File: src/rtl/sipo_frame_receiver.sv
// Serial-to-parallel frame receiver: hunts a start bit, shifts data in LSB-first,
// checks even parity and stop framing, and holds the word behind a valid/ready handshake.
module sipo_frame_receiver #(
    parameter int DATA_W    = 4,
    parameter int PARITY_EN = 1
) (
    input  logic              clk,
    input  logic              reset,
    input  logic              bit_en,
    input  logic              serial_in,
    input  logic              data_ready,
    output logic [DATA_W-1:0] data_out,
    output logic              data_valid,
    output logic              parity_err,
    output logic              frame_err,
    output logic              overrun,
    output logic              busy
);

    localparam int CNT_W = $clog2(DATA_W + 1);

    typedef enum logic [1:0] {IDLE, DATA, PARITY, STOP} state_t;

    state_t              state;
    state_t              state_next;
    logic [CNT_W-1:0]    bit_cnt;
    logic [DATA_W-1:0]   shift_reg;
    logic                parity_bit;
    logic [DATA_W:0]     shift_in;
    logic                frame_done;
    logic                load_word;

    // Even parity: data and parity bit together must XOR to zero.
    function automatic logic calc_parity_err(input logic [DATA_W-1:0] d, input logic p);
        if (PARITY_EN != 0) begin
            return ^{d, p};
        end else begin
            return 1'b0;
        end
    endfunction

    assign shift_in = {serial_in, shift_reg};

    always_ff @(posedge clk or posedge reset) begin
        if (reset) begin
            state <= IDLE;
        end else begin
            state <= state_next;
        end
    end

    always_comb begin
        state_next = state;
        frame_done = 1'b0;
        load_word  = 1'b0;
        busy       = (state != IDLE);
        if (bit_en) begin
            case (state)
                IDLE:    if (serial_in) state_next = DATA;
                DATA:    if (bit_cnt == CNT_W'(DATA_W - 1))
                             state_next = (PARITY_EN != 0) ? PARITY : STOP;
                PARITY:  state_next = STOP;
                STOP:    state_next = IDLE;
                default: state_next = IDLE;
            endcase
        end
        frame_done = bit_en && (state == STOP);
        // A held word that is being accepted on this edge makes room for the new one.
        load_word  = frame_done && (!data_valid || data_ready);
    end

    // Shift/capture stage: only advances on bit strobes.
    always_ff @(posedge clk or posedge reset) begin
        if (reset) begin
            bit_cnt    <= '0;
            shift_reg  <= '0;
            parity_bit <= 1'b0;
        end else if (bit_en) begin
            case (state)
                IDLE: begin
                    if (serial_in) bit_cnt <= '0;
                end
                DATA: begin
                    shift_reg <= shift_in[DATA_W:1];
                    bit_cnt   <= bit_cnt + 1'b1;
                end
                PARITY: begin
                    parity_bit <= serial_in;
                end
                default: begin
                end
            endcase
        end
    end

    // Output holding stage: word, flags and handshake.
    always_ff @(posedge clk or posedge reset) begin
        if (reset) begin
            data_out   <= '0;
            data_valid <= 1'b0;
            parity_err <= 1'b0;
            frame_err  <= 1'b0;
            overrun    <= 1'b0;
        end else if (load_word) begin
            data_out   <= shift_reg;
            parity_err <= calc_parity_err(shift_reg, parity_bit);
            frame_err  <= serial_in;
            data_valid <= 1'b1;
        end else begin
            if (frame_done) overrun <= 1'b1;
            if (data_valid && data_ready) data_valid <= 1'b0;
        end
    end

endmodule
File: config.mk
export PLATFORM = sky130hd
export DESIGN_NAME = sipo_frame_receiver
export DESIGN_NICKNAME = d
export VERILOG_FILES = /design/src/rtl/sipo_frame_receiver.sv
export SDC_FILE = /design/constraint.sdc
export NUM_CORES = 1
export LEC_CHECK = 0
export BUFFER_PORTS_ARGS = -buffer_cell sky130_fd_sc_hd__buf_4
export CAP_MARGIN = 20
export CORE_MARGIN = 1.5
export CORE_UTILIZATION = 62
export CTS_BUF_LIST = sky130_fd_sc_hd__clkbuf_4 sky130_fd_sc_hd__clkbuf_8
export DETAILED_ROUTE_END_ITERATION = 16
export HOLD_SLACK_MARGIN = 0.05
export PLACE_DENSITY = 0.86
export SKIP_CTS_REPAIR_TIMING = 1
export SLEW_MARGIN = 30
export SYNTH_ARGS = -nofsm -noshare
export SYNTH_HDL_FRONTEND = slang
export SYNTH_SLANG_ARGS = --single-unit
export TNS_END_PERCENT = 20
File: constraint.sdc
create_clock -name clk -period 4.3 [get_ports clk]
set_input_delay 0.86 -clock clk [delete_from_list [all_inputs] [get_ports clk]]
set_output_delay 0.86 -clock clk [all_outputs]
set_load 0.02 [all_outputs]
# Word level (Yosys, flattened, before mapping)
# Index checks and enable logic that the tools add are counted.
dict set report op_classes {
  n_addsub 1
  eq_ne 6
  n_mux 7
  n_reduce_logical 15
  bitwise 1
}
# cell n
set ops {}
lappend ops {{$pmux W2 S4} 1}
lappend ops {{$pmux W3 S2} 1}
lappend ops {{$reduce_and A2 Y1} 3}
lappend ops {{$reduce_and A3 Y1} 2}
lappend ops {{$reduce_bool A2 Y1} 3}
lappend ops {{$reduce_xor A5 Y1} 1}
lappend ops {{$eq A2 B2 Y1 const B} 2}
lappend ops {{$mux W2} 2}
lappend ops {{$ne A2 B2 Y1 const B} 2}
lappend ops {{$add A3 B1 Y3 const B} 1}
lappend ops {{$eq A3 B2 Y1 const B} 1}
lappend ops {{$logic_and A1 B1 Y1} 3}
lappend ops {{$mux W3} 1}
lappend ops {{$eq A2 B1 Y1 const B} 1}
lappend ops {{$logic_not A2 Y1} 1}
lappend ops {{$mux W1} 2}
lappend ops {{$logic_not A1 Y1} 1}
lappend ops {{$logic_or A1 B1 Y1} 1}
lappend ops {{$not A1 Y1} 1}
dict set report word_totals {
  reg_bits 18
}

# Longest topological paths before layout
dict set report depth {
  ltp_word 5
  ltp_mapped 5
}

# Least setup slack after synthesis
# OpenSTA, ideal clock, no wires.
dict set report synth_timing {
  path_kind {in2reg}
  startpoint {in bit_en}
  endpoint {reg data_out[1]}
  cell_stages 5
  arrival_time_ns 1.618
  required_time_ns 4.173
  setup_ns 0.127
  setup_slack_ns 2.555
  path_cell_list {buf_4 nand2_2 nor2b_1 buf_6 mux2_1}
}
dict set report synth_via {
  elab_chain_len 2
}
# item line_no
set synth_rtl {}
lappend synth_rtl {{start: declaration} 9} ;# input logic bit_en,
lappend synth_rtl {{$logic_and A1 B1 Y1} 67} ;# frame_done = bit_en && (state == STOP);
lappend synth_rtl {{$logic_and A1 B1 Y1} 69} ;# load_word = frame_done && (!data_valid || data_ready);
lappend synth_rtl {{end signal: assignment} 105} ;# data_out <= shift_reg;
lappend synth_rtl {{end: declaration} 12} ;# output logic [DATA_W-1:0] data_out,
# Every way passes these cells.
# A chain may end at the register's enable or synchronous reset.

# Worst setup path after layout
dict set report layout_timing {
  startpoint {reg state[0]}
  endpoint {out busy}
}
dict set report layout_via {
  elab_chain_len 1
}
# item line_no
set layout_rtl {}
lappend layout_rtl {{start: declaration} 24} ;# state_t state;
lappend layout_rtl {{start signal: assignment} 48} ;# state <= state_next;
lappend layout_rtl {{$reduce_bool A2 Y1} 56} ;# busy = (state != IDLE);
lappend layout_rtl {{end: declaration} 17} ;# output logic busy
# Every way passes these cells.

==> impl_metrics.csv <==
group,metric,value,unit
outcome,status,"completed",
route,drc,0,
setup_path,worst-path-buf-inv,3,
setup_path,critical_path.max_stage_delay,0.39,ns
timing,hold_violations,0,
route,antenna_left,0,
timing,setup_ws,2.06,ns
die,dieArea,1730,sq um
clocking,path_clk_slew,0.10,ns
final_layout,n_antenna_cell,0,
place,hpwl,1190,microns
route,avgRoutedWirePerCell,15.7,microns
final_layout,fin_cells,101,
global_routing,overflow,0,
final_layout,syn2layout_area_growth,13.0,%
clocking,cts_root_buf,"clkbuf_4",
place,dp_cells,98,
setup_path,cp_slowest_cell,"dfrtp_1",
setup_path,end_kind,"output pin",
timing,drv_slew,0,
logic_synthesis,ys_types,28,
logic_synthesis,synth_warnings,0,
timing,period_share,0.521,
place,gp_congestion,0.747,
timing,period_minus_slack,2.24,ns
die,rows,13,
global_routing,grt_pass1_wl,2750,microns
logic_synthesis,synth_seq_area_share,0.489,
route,drt-pass1-iter-count,4,
logic_synthesis,syn_area,921,sq um
timing,setup_tns,0,ns
clocking,h-tree-depth,1,
global_routing,grt_pass1_vias,619,
min_path,hold_class,"register to register",
die,die_w,41.5,microns
logic_synthesis,synth_nets,83,
final_layout,drive_above_1_share,0.291,
route,finalWirelength,1590,microns
setup_path,path_delay_family,"buffers and inverters",
global_routing,grt_max_degree,19,
final_layout,final_net_count,99,
global_routing,grt_antenna_before_repair,0,
clocking,cts.sinks,18,
route,drt_iter0_drc,5,
place,post-place-ws,2.24,ns
timing,setup_viol,0,
logic_synthesis,yosys_register_bits,18,
run,max_cap_violations,0,
setup_path,cpMostUsedCell,"inv_1",
clocking,insertion_delay,0.30,ns
die,core,1350,sq um
power,power_density,808,nW/um^2
timing,rsz0062_at_grt,"false",
setup_path,path_max_fanout,5,
logic_synthesis,avgSynthCellArea,12.8,sq um
route,vias_per_cell,5.87,
timing,fmaxAchievable,446,MHz
setup_path,cp_data_required_time,3.44,ns
timing,max-slew-margin-rel,0.556,
timing,fin_skew,0.00420,ns
global_routing,track_usage,0.214,
power,p_leak,0.000516,uW
clocking,cts_buffers,3,
timing,tightest_slew,0.665,ns
logic_synthesis,synth_cells,72,
setup_path,crit_path_cell_trace,"inv_1 > ha_1 > inv_1 > buf_4",
clocking,cts_tree,"built",
clocking,cts_buffer_depth,2,
die,die_h,41.5,microns
die,num_io_pins,14,
route,vias,593,
timing,whs,0.494,ns
setup_path,critPathLaunchType,"register",
die,initial_utilization,0.682,
setup_path,path_class,"register to output pin",
place,port_buffers,13,
setup_path,arrival,1.38,ns
power,max-vdd-ir-drop,0.468,mV
## logic make-up (layout without fill, tap and decap cells)
group / after synthesis / in the layout / share of synthesized area
AO/OA/AOI/OAI: 9 / 9 / 0.0734
AND/OR/NAND/NOR: 13 / 13 / 0.0829
multiplexers: 14 / 14 / 0.173
flip-flops: 18 / 18 / 0.489
adder cells (fa/ha/maj): 6 / 6 / 0.0815
XOR/XNOR: 3 / 3 / 0.0516
buffers and inverters: 9 / 23 / 0.0489
## layout make-up
class | instances | area, sq um
fillers | 88 | 309
inverters | 7 | 26.3
multi-input cells | 45 | 425
flip-flops and latches | 18 | 450
well taps | 15 | 18.8
repair buffers | 13 | 97.6
clock buffers | 3 | 22.5
## power by group
group | total, uW | switching [uW] | leakage (uW) | internal (uW)
Sequential | 323 | 67.6 | 0.000216 | 256
Clock | 83.5 | 50.9 | 0.0000138 | 32.7
Combinational | 434 | 212 | 0.000286 | 222
Total | 841 | 330 | 0.000516 | 511
## layer usage
| layer | vias to the layer above | share of wire | wire [microns] | GRT usage |
|---|---|---|---|---|
| li1 | 281 | - | - | - |
| met1 | 293 | 0.49 | 777 | 0.287 |
| met2 | 14 | 0.44 | 700 | 0.322 |
| met3 | 5 | 0.045 | 72 | 0.0435 |
| met4 | 0 | 0.024 | 38 | 0.123 |
| met5 | - | 0 | 0 | 0 |
## metrics by stage
step	area, sq um	util	power (uW)
after floorplan	921	-	628
after global placement	1020	0.754	733
after detailed placement	1020	0.754	764
after CTS	1040	0.771	845
after global routing	1040	0.771	898
final	1040	0.771	841
## placed cells by master, fill, tap and decap left out, drive strengths merged
cell type | synthesis | routed
o221ai | 1 | 1
nand2b | 2 | 2
and4b | 1 | 1
nor2 | 1 | 1
and4 | 1 | 1
inv | 7 | 7
dfrtp | 18 | 18
ha | 6 | 6
xnor2 | 1 | 1
o21ai | 4 | 4
mux2 | 12 | 12
mux2i | 2 | 2
nand2 | 4 | 4
buf | 2 | 13
nand3 | 2 | 2
nor2b | 1 | 1
clkbuf | 0 | 3
a221o | 2 | 2
o21bai | 1 | 1
xor2 | 1 | 1
a21oi | 1 | 1
nand3b | 1 | 1
xnor3 | 1 | 1
## cells in the mapped netlist
cell | number | area [sq um]
a21oi_1 | 1 | 5.00
a221o_1 | 2 | 20.0
and4_1 | 1 | 8.76
and4b_1 | 1 | 10.0
buf_4 | 1 | 7.51
buf_6 | 1 | 11.3
dfrtp_1 | 18 | 450
ha_1 | 6 | 75.1
inv_1 | 6 | 22.5
inv_2 | 1 | 3.75
mux2_1 | 7 | 78.8
mux2_2 | 4 | 45.0
mux2_4 | 1 | 15.0
mux2i_1 | 2 | 20.0
nand2_1 | 3 | 11.3
nand2_2 | 1 | 6.26
nand2b_1 | 2 | 12.5
nand3_1 | 2 | 10.0
nand3b_1 | 1 | 7.51
nor2_1 | 1 | 3.75
nor2b_1 | 1 | 6.26
o21ai_0 | 3 | 15.0
o21ai_1 | 1 | 5.00
o21bai_1 | 1 | 7.51
o221ai_2 | 1 | 15.0
xnor2_1 | 1 | 8.76
xnor3_1 | 1 | 22.5
xor2_2 | 1 | 16.3
## path summary, 6_finish.rpt
path	startpoint	end	slack (ns)	depth (start not counted)
worst min-delay path	overrun	overrun	0.49	1
worst min register to register	overrun	overrun	0.49	1
worst max-delay path	state[0]	busy	2.06	4
min in group asynchronous	reset	frame_err	0.65	2
max in group asynchronous	reset	parity_bit	3.22	2
worst max register to register	state[1]	data_out[0]	2.72	4
## worst register-to-register path, delay by kind of cell, from the launching register on
family	cells	cell delay (ns)
muxes	1	0.37
DFF	1	0.40
adders and majority gates	1	0.19
and+or+nand+nor	2	0.51
Power figures use the tool's default switching activity.
